### config.mk
export PLATFORM = sky130hd
export DESIGN_NAME = uart_mem_engine_flat
export DESIGN_NICKNAME = d
export VERILOG_FILES = /design/src/rtl/uart_mem_pkg.sv /design/src/rtl/uart_mem_engine_if.sv /design/src/rtl/uart_tx_sender.sv /design/src/rtl/uart_mem_engine.sv /design/src/flat_wrapper.sv
export SDC_FILE = /design/constraint.sdc
export NUM_CORES = 1
export LEC_CHECK = 0
export ABC_CLOCK_PERIOD_IN_PS = 10250
export CAP_MARGIN = 20
export CORE_ASPECT_RATIO = 2
export CORE_UTILIZATION = 35
export CTS_CLUSTER_SIZE = 24
export DETAILED_ROUTE_END_ITERATION = 7
export MAX_ROUTING_LAYER = met4
export PLACE_DENSITY = 0.52
export SYNTH_ARGS = -nofsm -noshare
export SYNTH_HDL_FRONTEND = slang
export SYNTH_HIERARCHICAL = 1
export SYNTH_SLANG_ARGS = --single-unit
### constraint.sdc
create_clock -name clk -period 10.25 [get_ports clk]
set_clock_uncertainty 0.2 [all_clocks]
set_input_delay 1.025 -clock clk [delete_from_list [all_inputs] [get_ports clk]]
set_output_delay 1.025 -clock clk [all_outputs]
set_load 0.05 [all_outputs]
### src/rtl/uart_mem_pkg.sv
// Shared constants for the UART-to-memory command engine: opcodes, status byte,
// state encoding and the address-byte count helper.
package uart_mem_pkg;

  localparam logic [1:0] OP_READ     = 2'b00;
  localparam logic [1:0] OP_WRITE    = 2'b01;
  localparam logic [1:0] OP_WARMBOOT = 2'b10;
  localparam logic [1:0] OP_PING     = 2'b11;

  localparam logic [7:0] STATUS_OK = 8'hA5;

  typedef enum logic [3:0] {
    S_IDLE,
    S_GET_ADDR,
    S_GET_LEN,
    S_GET_DATA,
    S_WR,
    S_RD_REQ,
    S_RD_WAIT,
    S_TX_WORD,
    S_TX_CSUM,
    S_TX_STATUS,
    S_BOOT
  } state_e;

  // Number of address bytes the host sends for a given address width.
  function automatic int addr_bytes(input int addr_w);
    return (addr_w + 7) / 8;
  endfunction

endpackage

### src/rtl/uart_mem_engine_if.sv
// UART byte stream and memory-fabric bus between the command engine (slave)
// and the surrounding UART pair / memory (master).
interface uart_mem_engine_if #(
  parameter int DATA_BYTES      = 2,
  parameter int ADDR_W          = 14,
  parameter int MEM_SELECT_BITS = 4
);
  logic                         uart_rx_valid;
  logic [7:0]                   uart_rx_data;
  logic                         uart_tx_busy;
  logic                         uart_tx_en;
  logic [7:0]                   uart_tx_data;
  logic [MEM_SELECT_BITS-1:0]   mem_select;
  logic [ADDR_W-1:0]            mem_addr;
  logic [8*DATA_BYTES-1:0]      mem_wdata;
  logic [8*DATA_BYTES-1:0]      mem_rdata;
  logic                         mem_rd_en;
  logic                         mem_wr_en;

  modport slave (
    input  uart_rx_valid, uart_rx_data, uart_tx_busy, mem_rdata,
    output uart_tx_en, uart_tx_data, mem_select, mem_addr, mem_wdata,
           mem_rd_en, mem_wr_en
  );

  modport master (
    output uart_rx_valid, uart_rx_data, uart_tx_busy, mem_rdata,
    input  uart_tx_en, uart_tx_data, mem_select, mem_addr, mem_wdata,
           mem_rd_en, mem_wr_en
  );
endinterface

### src/rtl/uart_tx_sender.sv
// Transmit handshake: issues one registered strobe per accepted byte and holds
// off long enough for the transmitter to raise busy before the next one.
module uart_tx_sender (
  input  logic       clk,
  input  logic       reset,
  input  logic       send,
  input  logic [7:0] byte_i,
  input  logic       uart_tx_busy,
  output logic       uart_tx_en,
  output logic [7:0] uart_tx_data,
  output logic       done
);

  logic       en_q, en_d;
  logic [7:0] data_q, data_d;
  logic [1:0] hold_q, hold_d;

  // hold covers the strobe cycle plus one cycle for busy to appear
  always_comb begin
    done   = 1'b0;
    en_d   = 1'b0;
    data_d = data_q;
    hold_d = (hold_q != 2'd0) ? hold_q - 2'd1 : 2'd0;
    if (send && !uart_tx_busy && hold_q == 2'd0) begin
      done   = 1'b1;
      en_d   = 1'b1;
      data_d = byte_i;
      hold_d = 2'd2;
    end
  end

  always_ff @(posedge clk) begin
    if (reset) begin
      en_q   <= 1'b0;
      data_q <= 8'h00;
      hold_q <= 2'd0;
    end else begin
      en_q   <= en_d;
      data_q <= data_d;
      hold_q <= hold_d;
    end
  end

  assign uart_tx_en   = en_q;
  assign uart_tx_data = data_q;

endmodule

### src/rtl/uart_mem_engine.sv
// Framed host command decoder driving burst reads/writes on the memory fabric,
// with per-command checksum/status reply and inter-byte timeout abort.
module uart_mem_engine
  import uart_mem_pkg::*;
#(
  parameter int         DATA_BYTES      = 2,
  parameter int         ADDR_W          = 14,
  parameter int         MEM_SELECT_BITS = 4,
  parameter int         LEN_W           = 16,
  parameter int         READ_LATENCY    = 1,
  parameter int         TIMEOUT_CYCLES  = 1200000,
  parameter logic [7:0] VERSION         = 8'h02
) (
  input  logic                 clk,
  input  logic                 reset,
  uart_mem_engine_if.slave     bus,
  output logic                 warmboot,
  output logic                 busy,
  output logic                 error,
  output logic [2:0]           leds
);

  localparam int W    = 8 * DATA_BYTES;
  localparam int AB   = addr_bytes(ADDR_W);
  localparam int TO_W = $clog2(TIMEOUT_CYCLES + 1);

  state_e                     state_q, state_d;
  logic [1:0]                 op_q, op_d;
  logic [MEM_SELECT_BITS-1:0] sel_q, sel_d;
  logic [ADDR_W-1:0]          addr_q, addr_d;
  logic [LEN_W-1:0]           len_q, len_d;
  logic [W-1:0]               word_q, word_d;
  logic [7:0]                 csum_q, csum_d;
  logic [7:0]                 bcnt_q, bcnt_d;
  logic [TO_W-1:0]            tmo_q, tmo_d;
  logic                       error_q, error_d;
  logic                       warmboot_q, warmboot_d;

  logic       send, tx_done, timed_out, rx;
  logic [7:0] tx_byte, b;

  assign rx = bus.uart_rx_valid;
  assign b  = bus.uart_rx_data;

  always_comb begin
    state_d    = state_q;
    op_d       = op_q;
    sel_d      = sel_q;
    addr_d     = addr_q;
    len_d      = len_q;
    word_d     = word_q;
    csum_d     = csum_q;
    bcnt_d     = bcnt_q;
    error_d    = error_q;
    warmboot_d = warmboot_q;
    send       = 1'b0;
    tx_byte    = 8'h00;

    if (rx || !(state_q inside {S_GET_ADDR, S_GET_LEN, S_GET_DATA, S_WR}))
      tmo_d = '0;
    else
      tmo_d = tmo_q + TO_W'(1);
    timed_out = !rx && (state_q inside {S_GET_ADDR, S_GET_LEN, S_GET_DATA}) &&
                (tmo_q == TO_W'(TIMEOUT_CYCLES - 1));

    if (timed_out) begin
      state_d = S_IDLE;
      error_d = 1'b1;
    end else begin
      case (state_q)
        S_IDLE: if (rx) begin
          error_d = 1'b0;
          op_d    = b[7:6];
          sel_d   = b[MEM_SELECT_BITS-1:0];
          csum_d  = 8'h00;
          bcnt_d  = 8'd0;
          case (b[7:6])
            OP_PING: begin
              // PING reuses the checksum slot to carry the version byte
              csum_d  = VERSION;
              state_d = S_TX_CSUM;
            end
            OP_WARMBOOT: state_d = S_TX_STATUS;
            default:     state_d = S_GET_ADDR;
          endcase
        end
        S_GET_ADDR: if (rx) begin
          addr_d = ADDR_W'({addr_q, b});
          if (bcnt_q == 8'(AB - 1)) begin
            bcnt_d  = 8'd0;
            state_d = S_GET_LEN;
          end else bcnt_d = bcnt_q + 8'd1;
        end
        S_GET_LEN: if (rx) begin
          len_d = LEN_W'({len_q, b});
          if (bcnt_q == 8'd1) begin
            bcnt_d  = 8'd0;
            state_d = (op_q == OP_READ) ? S_RD_REQ : S_GET_DATA;
          end else bcnt_d = bcnt_q + 8'd1;
        end
        S_GET_DATA: if (rx) begin
          word_d = W'({word_q, b});
          csum_d = csum_q + b;
          if (bcnt_q == 8'(DATA_BYTES - 1)) begin
            bcnt_d  = 8'd0;
            state_d = S_WR;
          end else bcnt_d = bcnt_q + 8'd1;
        end
        S_WR: begin
          addr_d = addr_q + ADDR_W'(1);
          if (len_q == '0) state_d = S_TX_CSUM;
          else begin
            len_d   = len_q - LEN_W'(1);
            state_d = S_GET_DATA;
            // a byte landing in the write cycle starts the next word
            if (rx) begin
              word_d = W'({word_q, b});
              csum_d = csum_q + b;
              if (DATA_BYTES == 1) state_d = S_WR;
              else bcnt_d = 8'd1;
            end
          end
        end
        S_RD_REQ: begin
          bcnt_d  = 8'd0;
          state_d = S_RD_WAIT;
        end
        S_RD_WAIT: begin
          if (bcnt_q == 8'(READ_LATENCY - 1)) begin
            word_d  = bus.mem_rdata;
            bcnt_d  = 8'd0;
            state_d = S_TX_WORD;
          end else bcnt_d = bcnt_q + 8'd1;
        end
        S_TX_WORD: begin
          send    = 1'b1;
          tx_byte = word_q[W-1 -: 8];
          if (tx_done) begin
            csum_d = csum_q + tx_byte;
            word_d = W'({word_q, 8'h00});
            if (bcnt_q == 8'(DATA_BYTES - 1)) begin
              bcnt_d = 8'd0;
              addr_d = addr_q + ADDR_W'(1);
              if (len_q == '0) state_d = S_TX_CSUM;
              else begin
                len_d   = len_q - LEN_W'(1);
                state_d = S_RD_REQ;
              end
            end else bcnt_d = bcnt_q + 8'd1;
          end
        end
        S_TX_CSUM: begin
          send    = 1'b1;
          tx_byte = csum_q;
          if (tx_done) state_d = S_TX_STATUS;
        end
        S_TX_STATUS: begin
          send    = 1'b1;
          tx_byte = STATUS_OK;
          if (tx_done) begin
            bcnt_d  = 8'd0;
            state_d = (op_q == OP_WARMBOOT) ? S_BOOT : S_IDLE;
          end
        end
        S_BOOT: begin
          // let the last strobe and its holdoff pass before trusting busy
          if (bcnt_q != 8'd2) bcnt_d = bcnt_q + 8'd1;
          else if (!bus.uart_tx_busy) warmboot_d = 1'b1;
        end
        default: state_d = S_IDLE;
      endcase
    end
  end

  always_ff @(posedge clk) begin
    if (reset) begin
      state_q    <= S_IDLE;
      op_q       <= OP_READ;
      sel_q      <= '0;
      addr_q     <= '0;
      len_q      <= '0;
      word_q     <= '0;
      csum_q     <= 8'h00;
      bcnt_q     <= 8'd0;
      tmo_q      <= '0;
      error_q    <= 1'b0;
      warmboot_q <= 1'b0;
    end else begin
      state_q    <= state_d;
      op_q       <= op_d;
      sel_q      <= sel_d;
      addr_q     <= addr_d;
      len_q      <= len_d;
      word_q     <= word_d;
      csum_q     <= csum_d;
      bcnt_q     <= bcnt_d;
      tmo_q      <= tmo_d;
      error_q    <= error_d;
      warmboot_q <= warmboot_d;
    end
  end

  uart_tx_sender u_tx (
    .clk          (clk),
    .reset        (reset),
    .send         (send),
    .byte_i       (tx_byte),
    .uart_tx_busy (bus.uart_tx_busy),
    .uart_tx_en   (bus.uart_tx_en),
    .uart_tx_data (bus.uart_tx_data),
    .done         (tx_done)
  );

  assign bus.mem_select = sel_q;
  assign bus.mem_addr   = addr_q;
  assign bus.mem_wdata  = word_q;
  assign bus.mem_wr_en  = (state_q == S_WR);
  assign bus.mem_rd_en  = (state_q == S_RD_REQ);

  assign warmboot = warmboot_q;
  assign error    = error_q;
  assign busy     = (state_q != S_IDLE);
  assign leds     = {error_q, busy, warmboot_q};

endmodule
### src/flat_wrapper.sv
// flat-port wrapper written by rule: the top's interface ports become plain ports
module uart_mem_engine_flat import uart_mem_pkg::*;
#(
  parameter int         DATA_BYTES      = 2,
  parameter int         ADDR_W          = 14,
  parameter int         MEM_SELECT_BITS = 4,
  parameter int         LEN_W           = 16,
  parameter int         READ_LATENCY    = 1,
  parameter int         TIMEOUT_CYCLES  = 1200000,
  parameter logic [7:0] VERSION         = 8'h02
)
  (clk, reset, warmboot, busy, error, leds, bus_uart_rx_valid, bus_uart_rx_data, bus_uart_tx_busy, bus_mem_rdata, bus_uart_tx_en, bus_uart_tx_data, bus_mem_select, bus_mem_addr, bus_mem_wdata, bus_mem_rd_en, bus_mem_wr_en);
  uart_mem_engine_if #(.DATA_BYTES(DATA_BYTES), .ADDR_W(ADDR_W), .MEM_SELECT_BITS(MEM_SELECT_BITS)) bus_i ();
  input  logic clk;
  input  logic reset;
  output logic warmboot;
  output logic busy;
  output logic error;
  output logic [2:0] leds;
  input wire logic [$bits(bus_i.uart_rx_valid)-1:0] bus_uart_rx_valid;
  input wire logic [$bits(bus_i.uart_rx_data)-1:0] bus_uart_rx_data;
  input wire logic [$bits(bus_i.uart_tx_busy)-1:0] bus_uart_tx_busy;
  input wire logic [$bits(bus_i.mem_rdata)-1:0] bus_mem_rdata;
  output wire logic [$bits(bus_i.uart_tx_en)-1:0] bus_uart_tx_en;
  output wire logic [$bits(bus_i.uart_tx_data)-1:0] bus_uart_tx_data;
  output wire logic [$bits(bus_i.mem_select)-1:0] bus_mem_select;
  output wire logic [$bits(bus_i.mem_addr)-1:0] bus_mem_addr;
  output wire logic [$bits(bus_i.mem_wdata)-1:0] bus_mem_wdata;
  output wire logic [$bits(bus_i.mem_rd_en)-1:0] bus_mem_rd_en;
  output wire logic [$bits(bus_i.mem_wr_en)-1:0] bus_mem_wr_en;
  assign bus_i.uart_rx_valid = bus_uart_rx_valid;
  assign bus_i.uart_rx_data = bus_uart_rx_data;
  assign bus_i.uart_tx_busy = bus_uart_tx_busy;
  assign bus_i.mem_rdata = bus_mem_rdata;
  assign bus_uart_tx_en = bus_i.uart_tx_en;
  assign bus_uart_tx_data = bus_i.uart_tx_data;
  assign bus_mem_select = bus_i.mem_select;
  assign bus_mem_addr = bus_i.mem_addr;
  assign bus_mem_wdata = bus_i.mem_wdata;
  assign bus_mem_rd_en = bus_i.mem_rd_en;
  assign bus_mem_wr_en = bus_i.mem_wr_en;
  uart_mem_engine #(.DATA_BYTES(DATA_BYTES), .ADDR_W(ADDR_W), .MEM_SELECT_BITS(MEM_SELECT_BITS), .LEN_W(LEN_W), .READ_LATENCY(READ_LATENCY), .TIMEOUT_CYCLES(TIMEOUT_CYCLES), .VERSION(VERSION)) u_core (.clk(clk), .reset(reset), .bus(bus_i), .warmboot(warmboot), .busy(busy), .error(error), .leds(leds));
endmodule
# After elaboration in Yosys (flattened, before gate mapping)
# Cells that the tools add are included.
[word_totals]
out_inout_bits = 51
register_bits = 106
in_bits = 28
word_cells = 155
[op_classes]
n_addsub = 7
mux = 58
bitwise_logic = 5
n_eq_ne = 32
reduce_logical = 38
[op_table]
columns = ["operator", "n"]
rows = [
  ["two-way mux 16 bit", 8],
  ["two-way mux 8 bit", 14],
  ["one-hot mux 16 bit (4 select lines)", 1],
  ["one-hot mux 8 bit (8 select lines)", 1],
  ["two-way mux 4 bit", 15],
  ["one-hot mux 16 bit (3 select lines)", 1],
  ["one-hot mux 4 bit (11 select lines)", 1],
  ["two-way mux 14 bit", 3],
  ["one-hot mux 14 bit (3 select lines)", 1],
  ["one-hot mux 8 bit (4 select lines)", 1],
  ["one-hot mux 8 bit (3 select lines)", 1],
  ["adder 21 x 1 -> 21 bit (second input constant)", 1],
  ["== test 21 bit (second input constant)", 1],
  ["AND reduction 5 bit", 4],
  ["inequality test 2 bit (second input constant)", 9],
  ["adder 8 bit", 2],
  ["== test 4 x 3 -> 1 bit (second input constant)", 4],
  ["zero test 16 bit", 1],
  ["nonzero test 4 bit", 4],
  ["subtractor 16 x 1 -> 16 bit (second input constant)", 1],
  ["adder 14 x 1 -> 14 bit (second input constant)", 1],
  ["inequality test 2 x 1 -> 1 bit (second input constant)", 7],
  ["AND reduction 13 bit", 1],
  ["== test 4 bit (second input constant)", 3],
  ["other kinds (27)", 54],
]

# Longest topological paths before layout
# Gate-level depths: netlist of run 1.
[logic_depth]
word_depth = 10
mapped_depth = 15
depth_no_buf = 12

# Modules after synthesis
# The synthesis of run 1 kept the hierarchy.
[by_module_without_submodules]
columns = ["mod", "cells_each", "seq_area_each_um2", "area_per_inst_um2", "instances"]
rows = [
  ["uart_mem_engine", 744, 1901.8, 5691.7, 1],
  ["uart_tx_sender", 43, 220.2, 475.5, 1],
]

# Worst setup path before layout of run 1
# Ideal clock, no wire load.
[synth_path]
path_kind = "register -> register"
start = "reg u_core.state_q[3]"
end = "reg u_core.addr_q[7] (netlist: u_core/bus.mem_addr[7])"
path_stages_with_launch = 14
t_arrival_ns = 3.011
setup_ns = 0.091
n_path_buf = 5
setup_slack_ns = 6.948
t_required_ns = 9.959
path_cell_list = "dfxtp_1 > clkbuf_1 > buf_1 > clkbuf_1 > nand2_1 > nand2_1 > nor4b_4 > buf_6 > nand4_1 > a21o_1 > nor3_1 > clkbuf_1 > a21oi_1 > a311oi_1"
[synth_via]
elab_chain_len = 10
word_cells_on_any_way = 23
classes_between = "10 x eq/ne; 4 x mux; 1 x bitwise; 8 x reduce/logical"
[synth_rtl]
columns = ["item", "line", "rtl"]
rows = [
  ["start, declared", "uart_mem_engine.sv:27", "state_e state_q, state_d;"],
  ["start signal, assigned", "uart_mem_engine.sv:189", "state_q <= state_d;"],
  ["== test 4 x 1 -> 1 bit or == test 4 x 2 -> 1 bit (tied branches)", "uart_mem_engine.sv:63", "timed_out = !rx && (state_q inside {S_GET_ADDR, S_GET_LEN, S_GET_DATA}) &&"],
  ["nonzero test 3 bit", "uart_mem_engine.sv:63", ""],
  ["logical AND 1 bit (2 in a row)", "uart_mem_engine.sv:63", ""],
  ["two-way mux 1 bit *", "uart_mem_engine.sv:66", "if (timed_out) begin"],
  ["net u_core.send", "uart_mem_engine.sv:39", "logic send, tx_done, timed_out, rx;"],
  ["logical AND 1 bit * (2 in a row)", "uart_tx_sender.sv:24", "if (send && !uart_tx_busy && hold_q == 2'd0) begin"],
  ["two-way mux 1 bit *", "uart_tx_sender.sv:24", ""],
  ["net u_core.tx_done", "uart_mem_engine.sv:39", ""],
  ["inequality test 2 x 1 -> 1 bit (no line) *", "--", ""],
  ["AND reduction 5 bit (no line) *", "--", ""],
  ["end signal, assigned", "uart_mem_engine.sv:192", "addr_q <= addr_d;"],
  ["end, declared", "uart_mem_engine.sv:30", "logic [ADDR_W-1:0] addr_q, addr_d;"],
]
# The timed path passes the listed nets; every way through them passes the cells marked *.
# A chain may end at the register's enable or synchronous reset.

# Worst setup path in the final report of run 1
[layout_path]
start = "reg u_core.state_q[0]"
end = "reg u_core.word_q[6] (netlist: u_core/bus.mem_wdata[6])"
[layout_via]
elab_chain_len = 10
word_cells_on_any_way = 24
classes_between = "11 x eq/ne; 4 x mux; 1 x bitwise; 8 x reduce/logical"
[layout_rtl]
columns = ["item", "line", "rtl"]
rows = [
  ["== test 4 x 1 -> 1 bit or == test 4 x 2 -> 1 bit (tied branches)", "uart_mem_engine.sv:63", ""],
  ["nonzero test 3 bit", "uart_mem_engine.sv:63", ""],
  ["logical AND 1 bit (2 in a row)", "uart_mem_engine.sv:63", ""],
  ["two-way mux 1 bit *", "uart_mem_engine.sv:66", ""],
  ["net u_core.send", "uart_mem_engine.sv:39", ""],
  ["logical AND 1 bit * (2 in a row)", "uart_tx_sender.sv:24", ""],
  ["two-way mux 1 bit *", "uart_tx_sender.sv:24", ""],
  ["net u_core.tx_done", "uart_mem_engine.sv:39", ""],
  ["inequality test 2 x 1 -> 1 bit (no line) *", "--", ""],
  ["AND reduction 5 bit (no line) *", "--", ""],
  ["end signal, assigned", "uart_mem_engine.sv:194", "word_q <= word_d;"],
  ["end, declared", "uart_mem_engine.sv:32", "logic [W-1:0] word_q, word_d;"],
]
# Marked as above.

==> impl_results.md, run 1 <==
* Outcome: complete, no violations
* DR top layer: met4
* Power density over cell area at 185 nW/um^2
* Post-synth EDFFs at 0
* DRT met1 WL at 7.39 mm
* Synth unique cells at 68
* Finished layout cell area at 7340 um^2
* Layout cells sized above 1 at 5.64%
* Static Leakage at 2.67 nW
* DRC at 0
* Mapped Area at 6170 um^2
* CP max stage cell: dfxtp_1
* Die H at 190 um
* Synthesized Nets at 831
* Max incr delay on CP at 920 ps
* Initial Util at 35.7%
* #FFs+latches synth at 106
* Switching part of the total at 39.1%
* Dpl hpwl at 14.1 mm
* Slew headroom at 34.7%
* # nets final at 873
* Setup TNS at 0 ps
* Worst Path Class, Setup: reg -> reg
* Fmax at 0.230 GHz
* Tcrit/Tclk final at 42.4%
* Placement Cell Area at 7010 um^2
* Syn Inst Count at 787
* Vias in the first global route at 5,854
* Gate power share at 35.8%
* Ant. Diodes at 0
* Number of buffers and inverters on the critical path at 0
* Avg WL per Cell at 18.7 um
* Detail Route Antenna Nets at 0
* DR vias/cell at 5.75
* Final GP Congestion at 0.910
* Warnings, synthesis at 6
* Initial DRC count at 312
* Worst Tran Pin Value at 978 ps
* Pre-antenna DRT Iters at 7
* Req. time, crit path at 10,270 ps
* RSZ-0062 raised after global routing: false
* Grt ovf at 0
* Critical path, cell by cell: nand4b_1 -> nand2_1 -> nor4b_4 -> nor2_1 -> a211oi_2 -> nand3_2 -> a221oi_1 -> nor3_1
* Time the worst path needs with I/O delays and setup at 4350 ps
* Largest net degree at the start of global routing at 64
* Area of the multi-input gates at 3730 um^2
* Arrival time worst endpoint at 4370 ps
* First-pass GRT wire length at 30.7 mm
* Initial antenna violation count at 0
* Internal Power at 0.828 mW
* Synth Flop Type: dfxtp_1
* Vias at 6,002
* CTS tree: built
* GRT Resource Usage Total at 22.9%
* Post-CTS setup buffers at 0
* Die W at 95.9 um
* Met2 wire len at 10.3 mm
* Seq pwr share at 35.9%
* Deepest clock path buffer count at 2
* FF/Latch Area at 2120 um^2
* Syn_area_per_cell at 7.84 um^2
* # IOs at 79
* Clock sink count at 106
* CTS Root Cell: clkbuf_16
* Max VDD drop at 0.0898 mV
* P_sw at 0.531 mW
* Post-cts sizing count at 0
* Area added between synthesis and finish at 18.9%
* Final hold slack at 268 ps
* Worst setup EP type: flop
* CP top delay family: simple AND/OR/NAND/NOR gates
* Hold WC Path Type: reg -> reg
* Cts bufs inserted at 9
* Fin. Hold Viols at 0
* Final Max Slew Viols at 0
* Max Cap Viol at 0
* R2R setup slack at 5900 ps
* Commonest cells after routing, fill and taps aside: 106 x dfxtp_1, 96 x nand2_1, 88 x nor2_1
* Async SR Flop Fraction at 0%
* Clock transition at path regs at 80 ps
* Final setup viols at 0
* Num rows at 68
* WL met3 at 827 um
* DIE AREA at 18,200 um^2
* Clock Power Share at 28.3%
* Hold buffer count at CTS at 0
* Sequential area share after synthesis at 34.4%
* Worst Path Max Fanout at 26
* Commonest non-fill, non-tap cell in the layout: dfxtp_1
* PortBufs at 78
* Core area at 17,300 um^2
* Crit path launch type: flop
* WL final at 19.5 mm
* Worst-Skew Late Latency at 360 ps
* H-Tree Depth at 3
* Fillers at 1,790
routing by layer:
layer / vias up / track usage [%]
met3: 43 / 3.04
met5: - / -
met2: 181 / 40.5
met1: 2859 / 23.7
li1: 2919 / -
met4: 0 / 12.8
power by group through the flow:
stage	sequential, mW	clock, mW	combinational (mW)
after floorplan	0.523	0	0.318
after global placement	0.495	0	0.476
after detailed placement	0.496	0	0.484
after CTS	0.487	0.399	0.486
after global routing	0.494	0.414	0.530
final	0.488	0.385	0.487
worst reg2reg max path, stage by stage, from the launching register on:
cell	delay, ps
dfxtp_1	920
nand4b_1	590
nand2_1	280
nor4b_4	460
nor2_1	220
a211oi_2	570
nand3_2	510
a221oi_1	390
nor3_1	80
final cells by class:
class                   count  share of cell area [%]
multi-input cells         609                    50.8
flip-flops and latches    106                    28.9
repair buffers             85                    11.3
well taps                 210                    3.58
clock buffers               9                    3.07
clock inverters             7                    1.40
inverters                  18                   0.921
cells by family (layout without fill, tap and decap cells):
kind of cell	count (synthesis)	count (layout)	share of synthesized area, %
AOI/OAI and AO/OA	177	177	18.8
and+or+nand+nor	356	356	28.9
DFF	106	106	34.4
adders and majority gates	16	16	3.37
muxes	37	37	6.19
buffers and inverters	72	119	5.11
xor gates and xnor gates	23	23	3.27
synthesized netlist by cell type, drive strengths merged (5+ instances only):
cell / number / area share (%)
mux2i: 28 / 4.5
or3: 7 / 0.71
xnor2: 12 / 1.7
nor4: 6 / 0.61
nand2: 96 / 5.8
inv: 17 / 1.0
nor4b: 5 / 0.95
a21oi: 44 / 3.6
o32ai: 7 / 0.99
a221oi: 9 / 1.3
a31oi: 17 / 1.7
mux2: 9 / 1.6
nor3b: 12 / 1.5
o21ai: 45 / 3.7
or4: 5 / 0.61
nor3: 30 / 2.4
a21o: 5 / 0.61
nor2b: 5 / 0.51
nand4: 6 / 0.61
o31ai: 6 / 0.73
a31o: 7 / 0.99
nand2b: 25 / 2.5
nand3: 35 / 2.9
and3: 16 / 1.6
and2: 5 / 0.55
ha: 15 / 3.0
buf: 17 / 1.8
xor2: 11 / 1.6
nor2: 88 / 5.4
clkbuf: 37 / 2.3
a32o: 6 / 0.97
dfxtp: 106 / 34
per-stage QoR:
| stage | power (mW) | util (%) | cells | worst slack (ps) |
|---|---|---|---|---|
| 6_report | 1.36 | 42.5 | 1044 | 5900 |
| 5_1_grt | 1.44 | 42.5 | 1044 | 5590 |
| 4_1_cts | 1.37 | 42.5 | 1044 | 5860 |
| 3_5_place_dp | 0.980 | 40.6 | 1028 | 5880 |
| 3_3_place_gp | 0.971 | 40.5 | 1026 | 5780 |
| 2_1_floorplan | 0.842 | - | 787 | 6950 |
flip-flops by register name, indices dropped and copies added, names as in the netlist:
register                  count
u_core/bcnt_q                 8
u_core/bus.mem_addr          14
u_core/bus.mem_select         4
u_core/bus.mem_wdata         16
u_core/csum_q                 8
u_core/error                  1
u_core/len_q                 16
u_core/op_q                   2
u_core/state_q                4
u_core/tmo_q                 21
u_core/u_tx/hold_q            2
u_core/u_tx/uart_tx_data      8
u_core/u_tx/uart_tx_en        1
u_core/warmboot               1
worst paths after layout:
check                            startpoint                                   end  cells past startpoint
min              u_core/tmo_q[0]$_SDFF_PP0_            u_core/tmo_q[0]$_SDFF_PP0_                      1
min reg2reg      u_core/tmo_q[0]$_SDFF_PP0_            u_core/tmo_q[0]$_SDFF_PP0_                      1
max reg2reg  u_core/state_q[0]$_SDFFE_PP0P_  u_core/bus.mem_wdata[6]$_SDFFE_PP0P_                      8
max          u_core/state_q[0]$_SDFFE_PP0P_  u_core/bus.mem_wdata[6]$_SDFFE_PP0P_                      8
Power figures use the tool's default switching activity.
==> inputs of run 2 (changes only) <==
ABC_CLOCK_PERIOD_IN_PS = 3900   (was 10250)
PLACE_DENSITY = 0.54   (was 0.52)
clock period = 3.9 ns   (was 10.25 ns; I/O delays follow)
==> impl_results.md, run 2 (same netlist as run 1, synthesis figures left out) <==
* Grt ovf at 0
* Finished layout cell area at 7460 um^2
* WL final at 19.4 mm
* H-Tree Depth at 3
* Hold buffer count at CTS at 0
* Crit path launch type: flop
* Static Leakage at 2.76 nW
* Gate power share at 37.0%
* # IOs at 79
* Worst Tran Pin Value at 902 ps
* Seq pwr share at 35.2%
* RSZ-0062 raised after global routing: false
* First-pass GRT wire length at 30.2 mm
* # nets final at 889
* Ant. Diodes at 0
* Max incr delay on CP at 680 ps
* CTS Root Cell: clkbuf_16
* Reg2reg path depth at 12
* CTS tree: built
* Worst setup EP type: flop
* Initial DRC count at 352
* Avg WL per Cell at 18.3 um
* Power density over cell area at 481 nW/um^2
* Max Cap Viol at 0
* Worst Path Class, Setup: reg -> reg
* Final setup viols at 0
* Dpl hpwl at 14.4 mm
* Num rows at 68
* DP Cell Count at 1,044
* Number of buffers and inverters on the critical path at 2
* Arrival time worst endpoint at 3380 ps
* Internal Power at 2.22 mW
* Commonest cells after routing, fill and taps aside: 106 x dfxtp_1, 96 x nand2_1, 88 x nor2_1
* Core area at 17,300 um^2
* CP max stage cell: o311ai_0
* Post-cts sizing count at 0
* Area added between synthesis and finish at 21.0%
* Fillers at 1,758
* Largest net degree at the start of global routing at 61
* Placement Cell Area at 7140 um^2
* Outcome: complete, no violations
* DRC at 0
* Initial Util at 35.7%
* PortBufs at 78
* Pre-antenna DRT Iters at 5
* Layout cells sized above 1 at 7.30%
* Post-CTS setup buffers at 0
* Deepest clock path buffer count at 2
* Clock transition at path regs at 70 ps
* Cts bufs inserted at 9
* Clock Power Share at 27.9%
* Switching part of the total at 38.2%
* Initial antenna violation count at 0
* Hold WC Path Type: in -> reg
* Die H at 190 um
* Largest reg by FF count: u_core/tmo_q
* CP Depth at 12
* Clock sink count at 106
* Worst-Skew Late Latency at 360 ps
* Max VDD drop at 0.202 mV
* Final Max Slew Viols at 0
* Fin. Hold Viols at 0
* Design Power at 3.59 mW
* Final worst slack at 577 ps
* Vias at 5,979
* Time the worst path needs with I/O delays and setup at 3320 ps
* Setup TNS at 0 ps
* Max reg flops at 21
* CP top delay family: compound AO/OA/AOI/OAI gates
* Commonest non-fill, non-tap cell in the layout: dfxtp_1
* DR vias/cell at 5.65
* DIE AREA at 18,200 um^2
* Die W at 95.9 um
* Critical path, cell by cell: nand2b_1 -> nor2_1 -> buf_4 -> nand2_1 -> nand2_1 -> ha_1 -> inv_1 -> o311ai_0 -> o41ai_1 -> xnor2_1 -> and3_1 -> o31a_1
* Vias in the first global route at 5,776
* Fmax at 0.301 GHz
* Final hold slack at 222 ps
* Worst Path Max Fanout at 10
* Detail Route Antenna Nets at 0
* P_sw at 1.37 mW
* Tcrit/Tclk final at 85.2%
* Req. time, crit path at 3950 ps
* Post-Place Setup Slack at 547 ps
* GRT Resource Usage Total at 22.4%
* Final GP Congestion at 0.864
* Final Instance Count excl. Fillers at 1,059
* Slew headroom at 39.8%
* Hold Path Depth at 2
* Most used cell, CP: nand2_1
* Fin util at 43.2%
## run 2: cell count changes in the layout (fill, tap and decap cells not counted), sizes merged
| cell | previous run | this run |
|---|---|---|
| buf | 8 | 24 |
| clkbuf | 9 | 10 |
| clkinvlp | 1 | 0 |
| inv | 18 | 17 |
## run 2: power groups by stage
| stage | combinational (mW) | sequential (mW) | clock, mW |
|---|---|---|---|
| floorplan | 0.836 | 1.38 | 0 |
| global placement | 1.31 | 1.28 | 0 |
| detailed placement | 1.33 | 1.29 | 0 |
| CTS | 1.33 | 1.26 | 1.03 |
| global route | 1.43 | 1.28 | 1.06 |
| finish | 1.33 | 1.26 | 0.999 |
## run 2: worst paths after layout
path / from / to / slack, ps
min: reset / u_core/warmboot$_SDFFE_PP0P_ / 220
max reg2reg: u_core/state_q[3]$_SDFFE_PP0P_ / u_core/csum_q[7]$_SDFFE_PP0P_ / 580
max: u_core/state_q[3]$_SDFFE_PP0P_ / u_core/csum_q[7]$_SDFFE_PP0P_ / 580
min reg2reg: u_core/len_q[10]$_SDFFE_PP0P_ / u_core/len_q[10]$_SDFFE_PP0P_ / 280
## run 2: cell type report
class / count / area (um^2) / share of cell area (%)
inverter: 18 / 67.6 / 0.906
timing repair buffer: 101 / 961 / 12.9
sequential: 106 / 2120 / 28.4
tap: 210 / 263 / 3.52
multi-input combinational: 609 / 3730 / 50.0
clock buffer: 10 / 239 / 3.20
clock inverter: 5 / 78.8 / 1.06
## run 2: layer usage
| layer | global-route usage [%] | up-vias | wire length [um] | share of wire (%) |
|---|---|---|---|---|
| met5 | - | - | 0 | 0 |
| met4 | 11.8 | 0 | 771 | 4.0 |
| met3 | 2.60 | 44 | 423 | 2.2 |
| met2 | 40.7 | 123 | 11000 | 56 |
| met1 | 22.8 | 2881 | 7250 | 37 |
| li1 | - | 2931 | - | - |
